--- src/rtl/cla_pkg.sv ---
// Shared constants and occupancy encoding for the pipelined carry-lookahead adder.
package cla_pkg;

  localparam int unsigned CLA_WIDTH   = 16;
  localparam int unsigned CLA_GROUP   = 4;
  localparam int unsigned CLA_NGROUPS = CLA_WIDTH / CLA_GROUP;

  localparam logic OP_ADD = 1'b0;
  localparam logic OP_SUB = 1'b1;

  typedef enum logic [1:0] {
    OCC_EMPTY = 2'd0,
    OCC_ONE   = 2'd1,
    OCC_FULL  = 2'd2
  } occ_e;

endpackage

--- src/rtl/cla4_group.sv ---
// 4-bit lookahead group: internal carries from a group carry-in, plus group G*/P*.
module cla4_group
  import cla_pkg::*;
(
  input  logic [CLA_GROUP-1:0] i_g,
  input  logic [CLA_GROUP-1:0] i_p,
  input  logic                 i_cin,
  output logic [CLA_GROUP-1:1] o_c,
  output logic                 o_gg,
  output logic                 o_pp
);

  always_comb begin
    o_c[1] = i_g[0] | (i_p[0] & i_cin);
    o_c[2] = i_g[1] | (i_p[1] & i_g[0]) | (i_p[1] & i_p[0] & i_cin);
    o_c[3] = i_g[2] | (i_p[2] & i_g[1]) | (i_p[2] & i_p[1] & i_g[0])
           | (i_p[2] & i_p[1] & i_p[0] & i_cin);
    o_gg   = i_g[3] | (i_p[3] & i_g[2]) | (i_p[3] & i_p[2] & i_g[1])
           | (i_p[3] & i_p[2] & i_p[1] & i_g[0]);
    o_pp   = &i_p;
  end

endmodule

--- src/rtl/pipelined_cla_adder.sv ---
// 16-bit two-level carry-lookahead add/subtract, two register stages with
// valid/ready handshaking on both sides.
module pipelined_cla_adder
  import cla_pkg::*;
#(
  parameter int unsigned WIDTH   = CLA_WIDTH,
  parameter int unsigned GROUP   = CLA_GROUP,
  parameter bit          FLAG_EN = 1'b1
) (
  input  logic             clk,
  input  logic             rst,
  input  logic             in_valid,
  output logic             in_ready,
  input  logic [WIDTH-1:0] a,
  input  logic [WIDTH-1:0] b,
  input  logic             sub,
  input  logic             cin,
  output logic             out_valid,
  input  logic             out_ready,
  output logic [WIDTH-1:0] sum,
  output logic             cout,
  output logic             ovf,
  output logic             zero
);

  if (WIDTH != CLA_WIDTH || GROUP != CLA_GROUP) begin : g_param_check
    $error("pipelined_cla_adder supports only WIDTH=16, GROUP=4");
  end

  occ_e                   w_occ;
  logic                   w_adv1;
  logic                   w_adv2;

  logic [WIDTH-1:0]       w_b_eff;
  logic [WIDTH-1:0]       w_g;
  logic [WIDTH-1:0]       w_p;
  logic                   w_c0;
  logic [CLA_NGROUPS-1:0] w_gg;
  logic [CLA_NGROUPS-1:0] w_pp;
  logic [CLA_NGROUPS*(CLA_GROUP-1)-1:0] w_unused_c;
  logic [CLA_NGROUPS-1:0] w_unused_gg;
  logic [CLA_NGROUPS-1:0] w_unused_pp;

  logic                   r_s1_valid;
  logic [WIDTH-1:0]       r_g;
  logic [WIDTH-1:0]       r_p;
  logic                   r_c0;
  logic [CLA_NGROUPS-1:0] r_gg;
  logic [CLA_NGROUPS-1:0] r_pp;

  logic [CLA_NGROUPS:0]   w_gc;
  logic [WIDTH:0]         w_c;
  logic [WIDTH-1:0]       w_sum;
  logic                   w_ovf;
  logic                   w_zero;

  logic                   r_out_valid;
  logic [WIDTH-1:0]       r_sum;
  logic                   r_cout;
  logic                   r_ovf;
  logic                   r_zero;

  // Occupancy view of {s1_valid, out_valid}; "not FULL" equals !s1_valid | !out_valid.
  always_comb begin
    w_occ = OCC_EMPTY;
    if (r_s1_valid && r_out_valid) begin
      w_occ = OCC_FULL;
    end else if (r_s1_valid || r_out_valid) begin
      w_occ = OCC_ONE;
    end
  end

  assign w_adv2   = !r_out_valid || out_ready;
  assign w_adv1   = (w_occ != OCC_FULL) || out_ready;
  assign in_ready = w_adv1;

  assign w_b_eff = (sub == OP_SUB) ? ~b : b;
  assign w_c0    = (sub == OP_ADD) ? cin : 1'b1;
  assign w_g     = a & w_b_eff;
  assign w_p     = a ^ w_b_eff;

  for (genvar k = 0; k < CLA_NGROUPS; k++) begin : g_grp
    cla4_group u_s1 (
      .i_g   (w_g[k*GROUP +: GROUP]),
      .i_p   (w_p[k*GROUP +: GROUP]),
      .i_cin (1'b0),
      .o_c   (w_unused_c[k*(GROUP-1) +: GROUP-1]),
      .o_gg  (w_gg[k]),
      .o_pp  (w_pp[k])
    );

    assign w_c[k*GROUP] = w_gc[k];

    cla4_group u_s2 (
      .i_g   (r_g[k*GROUP +: GROUP]),
      .i_p   (r_p[k*GROUP +: GROUP]),
      .i_cin (w_gc[k]),
      .o_c   (w_c[k*GROUP+1 +: GROUP-1]),
      .o_gg  (w_unused_gg[k]),
      .o_pp  (w_unused_pp[k])
    );
  end

  always_ff @(posedge clk) begin
    if (rst) begin
      r_s1_valid <= 1'b0;
      r_g        <= '0;
      r_p        <= '0;
      r_c0       <= 1'b0;
      r_gg       <= '0;
      r_pp       <= '0;
    end else if (w_adv1) begin
      r_s1_valid <= in_valid;
      if (in_valid) begin
        r_g  <= w_g;
        r_p  <= w_p;
        r_c0 <= w_c0;
        r_gg <= w_gg;
        r_pp <= w_pp;
      end
    end
  end

  always_comb begin
    w_gc[0] = r_c0;
    w_gc[1] = r_gg[0] | (r_pp[0] & r_c0);
    w_gc[2] = r_gg[1] | (r_pp[1] & r_gg[0]) | (r_pp[1] & r_pp[0] & r_c0);
    w_gc[3] = r_gg[2] | (r_pp[2] & r_gg[1]) | (r_pp[2] & r_pp[1] & r_gg[0])
            | (r_pp[2] & r_pp[1] & r_pp[0] & r_c0);
    w_gc[4] = r_gg[3] | (r_pp[3] & r_gg[2]) | (r_pp[3] & r_pp[2] & r_gg[1])
            | (r_pp[3] & r_pp[2] & r_pp[1] & r_gg[0])
            | (r_pp[3] & r_pp[2] & r_pp[1] & r_pp[0] & r_c0);
  end

  assign w_c[WIDTH] = w_gc[CLA_NGROUPS];
  assign w_sum      = r_p ^ w_c[WIDTH-1:0];
  assign w_ovf      = FLAG_EN ? (w_c[WIDTH-1] ^ w_c[WIDTH]) : 1'b0;
  assign w_zero     = FLAG_EN ? (w_sum == '0) : 1'b0;

  always_ff @(posedge clk) begin
    if (rst) begin
      r_out_valid <= 1'b0;
      r_sum       <= '0;
      r_cout      <= 1'b0;
      r_ovf       <= 1'b0;
      r_zero      <= 1'b0;
    end else if (w_adv2) begin
      r_out_valid <= r_s1_valid;
      if (r_s1_valid) begin
        r_sum  <= w_sum;
        r_cout <= w_c[WIDTH];
        r_ovf  <= w_ovf;
        r_zero <= w_zero;
      end
    end
  end

  assign out_valid = r_out_valid;
  assign sum       = r_sum;
  assign cout      = r_cout;
  assign ovf       = r_ovf;
  assign zero      = r_zero;

endmodule

--- config.mk ---
export PLATFORM = sky130hd
export DESIGN_NAME = pipelined_cla_adder
export DESIGN_NICKNAME = d
export VERILOG_FILES = /design/src/rtl/cla_pkg.sv /design/src/rtl/cla4_group.sv /design/src/rtl/pipelined_cla_adder.sv
export SDC_FILE = /design/constraint.sdc
export NUM_CORES = 1
export LEC_CHECK = 0
export ABC_AREA = 1
export CORE_ASPECT_RATIO = 0.5
export CORE_MARGIN = 10
export CORE_UTILIZATION = 35
export CTS_BUF_LIST = sky130_fd_sc_hd__clkbuf_4 sky130_fd_sc_hd__clkbuf_8 sky130_fd_sc_hd__clkbuf_16
export DETAILED_ROUTE_END_ITERATION = 8
export PLACE_DENSITY = 0.56
export SYNTH_ARGS = -nofsm -noshare
export SYNTH_HDL_FRONTEND = slang
export SYNTH_HIERARCHICAL = 1
export SYNTH_SLANG_ARGS = --single-unit
--- constraint.sdc ---
create_clock -name clk -period 2.25 [get_ports clk]
set_input_delay 0.675 -clock clk [delete_from_list [all_inputs] [get_ports clk]]
set_output_delay 0.675 -clock clk [all_outputs]
set_load 0.05 [all_outputs]
Word-level counts from Yosys, hierarchy flattened --
Index checks and enable logic that the tools add are counted.
Word-level totals: bits in registers 61, output and inout bits 21
Cells by class: bitwise operators 123, mux-type cells 4, reduce and logical (&&, ||, !) cells 12, equal/unequal tests 1
Operators by type and width (number):
- 1-bit AND | 72
- 1-bit OR | 46
- 16-bit XOR | 2
- 16-bit AND | 1
- 16-bit zero test | 1
- 16-bit 2-to-1 mux | 1
- 16-bit inverter | 1
- 4-bit AND reduction | 4
- 2-bit AND reduction | 2
- 1-bit logical OR | 3
- 1-bit 2-to-1 mux | 2
- 2-bit 2-to-1 mux | 1
- 2-bit != test, second input constant | 1
- 1-bit logical AND | 1
- 1-bit zero test | 1
- 1-bit XOR | 1

Longest topological paths before layout --
Gate-level depths: netlist (run 1).
word-level depth 8, depth in mapped cells 16, gate-level depth less buffers 16

Cells and area by module --
The synthesis (run 1) kept the hierarchy.
Modules (own cells, without submodules):
- pipelined_cla_adder | times used 1, area an instance 2879.0 sq um, seq. area each 1241.2 sq um, cells each 371
- cla4_group | times used 8, area an instance 85.1 sq um, seq. area each 0.0 sq um, cells each 20

Least setup slack after synthesis (run 1) --
OpenSTA, ideal clock, no wires.
path kind input-to-reg, start point input sub, end point register r_gg[2], setup time 0.119 ns, path slack 0.237 ns, arrival time 1.894 ns, cell stages on the path 10, cell sequence buf_2 buf_4 xor2_1 ha_1 nand2_2 nand2_1 nand2_1 nand2_1 o21ai_0 a21oi_1
Between the ends: elaborated cells between the ends (all ways) 11
RTL lines:
- from (decl) | line pipelined_cla_adder.sv:16 | input logic sub,
- 16-bit 2-to-1 mux | line pipelined_cla_adder.sv:77 | assign w_b_eff = (sub == OP_SUB) ? ~b : b;
- 16-bit XOR | line pipelined_cla_adder.sv:80 | assign w_p = a ^ w_b_eff;
- via w_p[9] | line pipelined_cla_adder.sv:36 | logic [WIDTH-1:0] w_p;
- 1-bit AND (2 in a row) | line cla4_group.sv:19 | | (i_p[3] & i_p[2] & i_p[1] & i_g[0]);
- 1-bit OR | line cla4_group.sv:19
- via w_gg[2] | line pipelined_cla_adder.sv:38 | logic [CLA_NGROUPS-1:0] w_gg;
- to (signal assigned) | line pipelined_cla_adder.sv:118 | r_gg <= w_gg;
- to (decl) | line pipelined_cla_adder.sv:48 | logic [CLA_NGROUPS-1:0] r_gg;
The timed path passes the listed nets, and every way through them passes these cells. A chain may end at the register's enable or synchronous reset.

Worst setup path after layout (run 1) --
start point input out_ready, end point output in_ready
Between the ends: cells in the longest elaborated chain, start to end 1
RTL lines:
- from (decl) | line pipelined_cla_adder.sv:19 | input logic out_ready,
- 1-bit logical OR | line pipelined_cla_adder.sv:74 | assign w_adv1 = (w_occ != OCC_FULL) || out_ready;
- to (decl) | line pipelined_cla_adder.sv:13 | output logic in_ready,
No other way between the ends.

==> key figures, run 1 <==
Yosys
  • Mapped Area: ~0.0031 mm2
  • Syn_nets: 496
  • Yosys warns: 6
  • Mean Syn Cell Area: between 7 and 8 um2
  • Mapped Cells: roughly 440

Placement
  • DP HPWL: between 6000 and 7000 um
  • Final GP Congestion: around 0.77
  • IO buf count: 58
  • Cell area after placement: a little under 0.004 mm2

CTS
  • H-tree depth: 3
  • CTS clk-pin slew, worst paths: about 0.05 ns
  • # hold bufs at CTS: 0
  • Skew-Pair Late Insertion Delay: 0.33 ns
  • Clock Sinks: between 50 and 60
  • CTS root buffer: clkbuf_16
  • TritonCTS clock tree: done
  • Clock buffer depth: 2
  • TritonCTS Buffers: 9

Floorplanning
  • Die width: ~150 um
  • Die height: about 87 um
  • DIE AREA: ~0.013 mm2
  • I/O pins: 59
  • Starting density of the core: 0.3589
  • # rows: 24
  • Core area: approximately 0.0087 mm2

Power
  • Leakage: 1.931 nW
  • PnR Total Power: just over 3 mW
  • Pwr per Cell Area: between 700 and 800 mW/mm2
  • Peak VDD IR: ~0.35 mV

Drt
  • WL/cell: between 10 and 15 um
  • Iter 0 DRT Violations: 136
  • Final wirelength: roughly 8000 um
  • Router iterations before antenna repair: 4
  • Antenna-violating nets left: 0
  • DRC Markers: 0
  • Vias: 2873
  • Vias per std cell: 4.568

STA
  • Unrepaired setup endpoints after global routing: false
  • Max Freq: between 0.4 and 0.5 GHz
  • Min Tclk post-route: between 2 and 2.5 ns
  • Final hold vios: 0
  • Least-Margin Pin Slew: 0.5221 ns
  • Final Max Slew Viols: 0
  • Worst Skew: between 0.005 and 0.006 ns
  • Relative slew slack: 0.6509
  • Final Hold Slack: 0.4675 ns
  • Tcrit/Tclk final: 0.9687
  • Finish-stage setup viols: 0

Cells and area
  • Layout cell share with drive strength beyond 1: 0.1172
  • Nets: between 500 and 600
  • Fillers: 930
  • Cell area after layout: a little over 0.004 mm2
  • Post-layout util: 0.4761
  • Footprint of the multi-input gates: between 0.0015 and 0.002 mm2
  • Syn-to-layout area delta: 32.67%
  • Ant diodes: 0
  • FF/Latch Area: 0.001161 mm2

Global routing
  • Gr usage total: 0.1228
  • First-pass GRT wire length: roughly 13000 um
  • Largest net degree at the start of global routing: 55
  • Number of antenna violations at the first check in global routing: 0
  • Overflow after GRT: 0
  • Vias in the first global route: ~2700

Status
  • Status: finished, final reports clean

Setup path
  • CP max FO: 3
  • Worst Setup Path Type: primary input to output port
  • CP Launch Type: primary input
  • Critical path capture point type: output port
  • CP Data Required Time: between 1.5 and 2 ns
  • Crit path DAT: roughly 1.5 ns

Min path
  • Worst Hold Class: flip-flop to flip-flop

Run
  • Max cap viols: 0
[per-stage QoR]
stage / instances / TNS, ns / worst slack (ns)
global placement: 615 / -0.4484 / -0.09134
finish: 629 / 0 / 0.07044
floorplan: 442 / 0 / 0.2648
detailed placement: 615 / -0.6104 / -0.1085
global route: 629 / 0 / 0.01493
CTS: 629 / 0 / 0.02759
[routing by layer]
layer  vias up  part of all wire  global-route usage
met3         8             0.037             0.03905
met2        50              0.43              0.1874
met5         -                 0                   0
li1       1540                 -                   -
met4         0             0.011             0.04263
met1      1275              0.52              0.1601
[power by group]
group / switching (mW) / internal (mW)
logic: 0.413 / 0.294
clock network: 0.441 / 0.751
registers: 0.0625 / 1.11
total: 0.916 / 2.16
[state kept, by name, summed over array words and instances (netlist names)]
name	cells
r_gg	4
r_s1_valid	1
sum	16
ovf	1
cout	1
r_c0	1
zero	1
r_g	12
out_valid	1
r_p	16
r_pp	4
[repair_timing]
item                       in CTS  in global routing
buffers inserted                0                  0
setup endpoints to repair       0                  1
gates resized for setup         0                  2
[layout by cell type, fill, tap and decap left out, types with 3 or more instances in the layout]
| cell | n |
|---|---|
| a31oi_1 | 10 |
| buf_12 | 5 |
| nand2_2 | 14 |
| a21oi_1 | 30 |
| clkbuf_16 | 9 |
| ha_1 | 16 |
| nor2_1 | 59 |
| nand3_1 | 12 |
| buf_4 | 21 |
| o211ai_1 | 3 |
| inv_2 | 3 |
| clkdlybuf4s50_1 | 49 |
| clkinv_2 | 4 |
| o21ai_0 | 51 |
| dfxtp_1 | 58 |
| xor2_1 | 18 |
| inv_1 | 54 |
| nand2_1 | 84 |
[layout make-up]
class	count	area share
timing repair buffer	75	0.1804
sequential	58	0.2800
inverter	57	0.05160
multi-input combinational	308	0.3902
clock inverter	4	0.004828
clock buffer	10	0.05763
tap	117	0.03530
[worst max-delay path, cell delays in order]
cell and delay [ns]:
clkdlybuf4s50_1 0.45, inv_1 0.04, nand2_2 0.09, nor2_4 0.04, inv_2 0.07, buf_12 0.13
[final timing paths]
path	start	end	slack, ns	cells after the start
worst min register to register	r_p[3]	r_p[3]	0.47	2
worst min-delay path	r_p[3]	r_p[3]	0.47	2
worst max-delay path	out_ready	in_ready	0.07	6
worst max register to register	r_c0	zero	0.41	14
No activity file was read; power rests on OpenSTA's default activity.
==> run 2: changes to the inputs <==
--- a/config.mk
+++ b/config.mk
@@ -8,10 +8,10 @@
 export ABC_AREA = 1
 export CORE_ASPECT_RATIO = 0.5
 export CORE_MARGIN = 10
-export CORE_UTILIZATION = 35
+export CORE_UTILIZATION = 54
 export CTS_BUF_LIST = sky130_fd_sc_hd__clkbuf_4 sky130_fd_sc_hd__clkbuf_8 sky130_fd_sc_hd__clkbuf_16
 export DETAILED_ROUTE_END_ITERATION = 8
-export PLACE_DENSITY = 0.56
+export PLACE_DENSITY = 0.81
 export SYNTH_ARGS = -nofsm -noshare
 export SYNTH_HDL_FRONTEND = slang
 export SYNTH_HIERARCHICAL = 1
==> constraint.sdc (replaced) <==
create_clock -name clk -period 2.06 [get_ports clk]
set_input_delay 0.618 -clock clk [delete_from_list [all_inputs] [get_ports clk]]
set_output_delay 0.618 -clock clk [all_outputs]
set_load 0.05 [all_outputs]
==> run 2 against run 1 <==
  * Combinational power grew 14%
  * Sequential power grew 9%
  * Worst setup slack gained 0.084 ns
  * Clock skew grew 0.0014 ns
  * Core utilization grew 29 points
  * Clock-buffer cell count grew 1
  * Final cell count shrank 5.1%
  * Non-clock buffer count grew 10
  * Global-route usage grew 5.5 points
  * First-iteration DRC count grew 79%
  * Worst hold slack lost 0.0033 ns
  * Total power grew 17%
  * Largest cell class unchanged
==> key figures, run 2 (synthesis gave the netlist of run 1 again) <==
Status
  • Status: finished, final reports clean

Global routing
  • Met1 global-route usage: 0.2178
  • Busiest grt layer: met2
  • Largest net degree at the start of global routing: 55
  • Met2 global-route usage: 0.2884
  • GR Util met3: 0.05384
  • First-pass GRT wire length: approximately 13000 um
  • Overflow after GRT: 0
  • Gr usage total: 0.1776
  • Number of antenna violations at the first check in global routing: 0
  • Vias in the first global route: approximately 2800

CTS
  • H-tree depth: 3
  • CTS root buffer: clkbuf_16
  • Clock Sinks: 58
  • Skew-Pair Late Insertion Delay: between 0.3 and 0.4 ns
  • TritonCTS clock tree: done
  • TritonCTS Buffers: 9
  • Clock buffer depth: 2
  • CTS clk-pin slew, worst paths: approximately 0.05 ns

Setup path
  • Critical path capture point type: output port
  • Slowest cell on the critical path: dlygate4sd2_1
  • Critical-path cell list: dlygate4sd2_1 -> inv_1 -> nand2_2 -> nor2_4 -> inv_2 -> buf_12
  • CP Launch Type: primary input
  • Crit-path max cell delay: between 0.2 and 0.25 ns
  • CP max FO: 3
  • Crit path DAT: between 1 and 1.5 ns
  • CP Buf/Inv Count: 4
  • Worst Setup Path Type: primary input to output port
  • CP delay by family, top: buffers and inverters
  • CP Data Required Time: approximately 1.4 ns

Placement
  • Cell area after placement: 0.003862 mm2
  • IO buf count: 58
  • Final GP Congestion: about 0.85
  • DP HPWL: about 5800 um

STA
  • Tcrit/Tclk final: 0.9252
  • Min Tclk post-route: ~1.9 ns
  • Final Hold Slack: about 0.46 ns
  • Final Max Slew Viols: 0
  • Least-Margin Pin Slew: between 0.2 and 0.3 ns
  • Relative slew slack: 0.7987
  • Unrepaired setup endpoints after global routing: false
  • Worst Skew: ~0.0073 ns
  • Finish-stage setup viols: 0
  • Final hold vios: 0
  • Max Freq: between 0.5 and 0.6 GHz

Power
  • Sw Share: 0.2921
  • Clk pwr share: 0.419
  • Sequential power share: 0.357
  • Net Sw Power: ~1.1 mW
  • Peak VDD IR: 0.6192 mV
  • Pwr per Cell Area: 852.1 mW/mm2
  • Pint: roughly 2.5 mW
  • Leakage: 2.045 nW
  • Combinational cell fraction of total power: 0.224

Floorplanning
  • Die height: about 74 um
  • DIE AREA: about 0.0094 mm2
  • Core area: between 0.005 and 0.006 mm2
  • I/O pins: 59
  • Die width: 127.6 um
  • # rows: 19
  • Starting density of the core: 0.5643

Drt
  • Final wirelength: approximately 8400 um
  • DRC Markers: 0
  • Router iterations before antenna repair: 4
  • WL/cell: 14.04 um
  • Vias: 3000
  • Antenna-violating nets left: 0
  • Vias per std cell: between 5 and 6
  • Iter 0 DRT Violations: between 200 and 250

Min path
  • Worst Hold Class: flip-flop to flip-flop

Cells and area
  • Commonest non-fill, non-tap cells in the layout: nand2_1, nor2_1, dfxtp_1, inv_1, o21ai_0
  • Layout cell share with drive strength beyond 1: 0.1641
  • Ant diodes: 0
  • Cell area after layout: 0.004223 mm2
  • Syn-to-layout area delta: 35.11%
  • Nets: roughly 570
  • Most common cell after layout, fill and taps aside: nand2_1

Run
  • Max cap viols: 0
-- run 2: final timing paths --
kind | to | depth (start not counted) | slack (ns) | start
hold reg to reg | r_p[7] | 2 | 0.46 | r_p[7]
setup reg to reg | zero | 11 | 0.20 | r_gg[0]
setup / recovery | in_ready | 6 | 0.15 | out_ready
hold / removal | r_p[7] | 2 | 0.46 | r_p[7]
-- run 2: power groups by stage --
stage / registers [mW] / logic (mW) / clock network [mW]
final: 1.29 / 0.806 / 1.51
after CTS: 1.28 / 0.794 / 1.53
after floorplan: 1.39 / 0.414 / 0
after detailed placement: 1.30 / 0.781 / 0
after global routing: 1.29 / 0.895 / 1.57
after global placement: 1.30 / 0.765 / 0
-- run 2: area by class of cell --
| class | instances | area, um2 |
|---|---|---|
| clock inverters | 5 | 52.55 |
| repair buffers | 85 | 824.5 |
| flip-flops and latches | 58 | 1162 |
| multi-input cells | 308 | 1625 |
| fillers | 401 | 1316 |
| well taps | 73 | 91.34 |
| clock buffers | 11 | 252.7 |
| inverters | 57 | 214.0 |
-- run 2: what timing repair did --
item / CTS / global route
gates cloned: 0 / 1
setup buffers: 0 / 2
resized for setup: 3 / 3
hold buffers: 0 / 0
pin swaps: 0 / 0
setup endpoints to repair: 1 / 5
-- run 2: through the flow --
| stage | power (mW) | setup slack [ns] | util | setup TNS (ns) | instances |
|---|---|---|---|---|---|
| 2_1_floorplan | 1.799 | 0.1318 | - | 0 | 442 |
| 3_5_place_dp | 2.084 | -0.2566 | 0.6973 | -2.631 | 578 |
| 4_1_cts | 3.603 | 0.06799 | 0.7531 | 0 | 594 |
| 6_report | 3.598 | 0.1541 | 0.7624 | 0 | 597 |
| 3_3_place_gp | 2.066 | -0.1964 | 0.6973 | -1.950 | 578 |
| 5_1_grt | 3.753 | 0.02707 | 0.7624 | 0 | 597 |
-- run 2: metal layers --
metal,vias up,share of wire
met4,0,0.011
li1,1563,-
met3,8,0.076
met2,91,0.47
met5,-,0
met1,1338,0.44
-- run 2: tightest hold or removal path, stage by stage, from the launching register on --
cell and delay (ns):
dfxtp_1 0.30, inv_1 0.06, a21oi_1 0.05
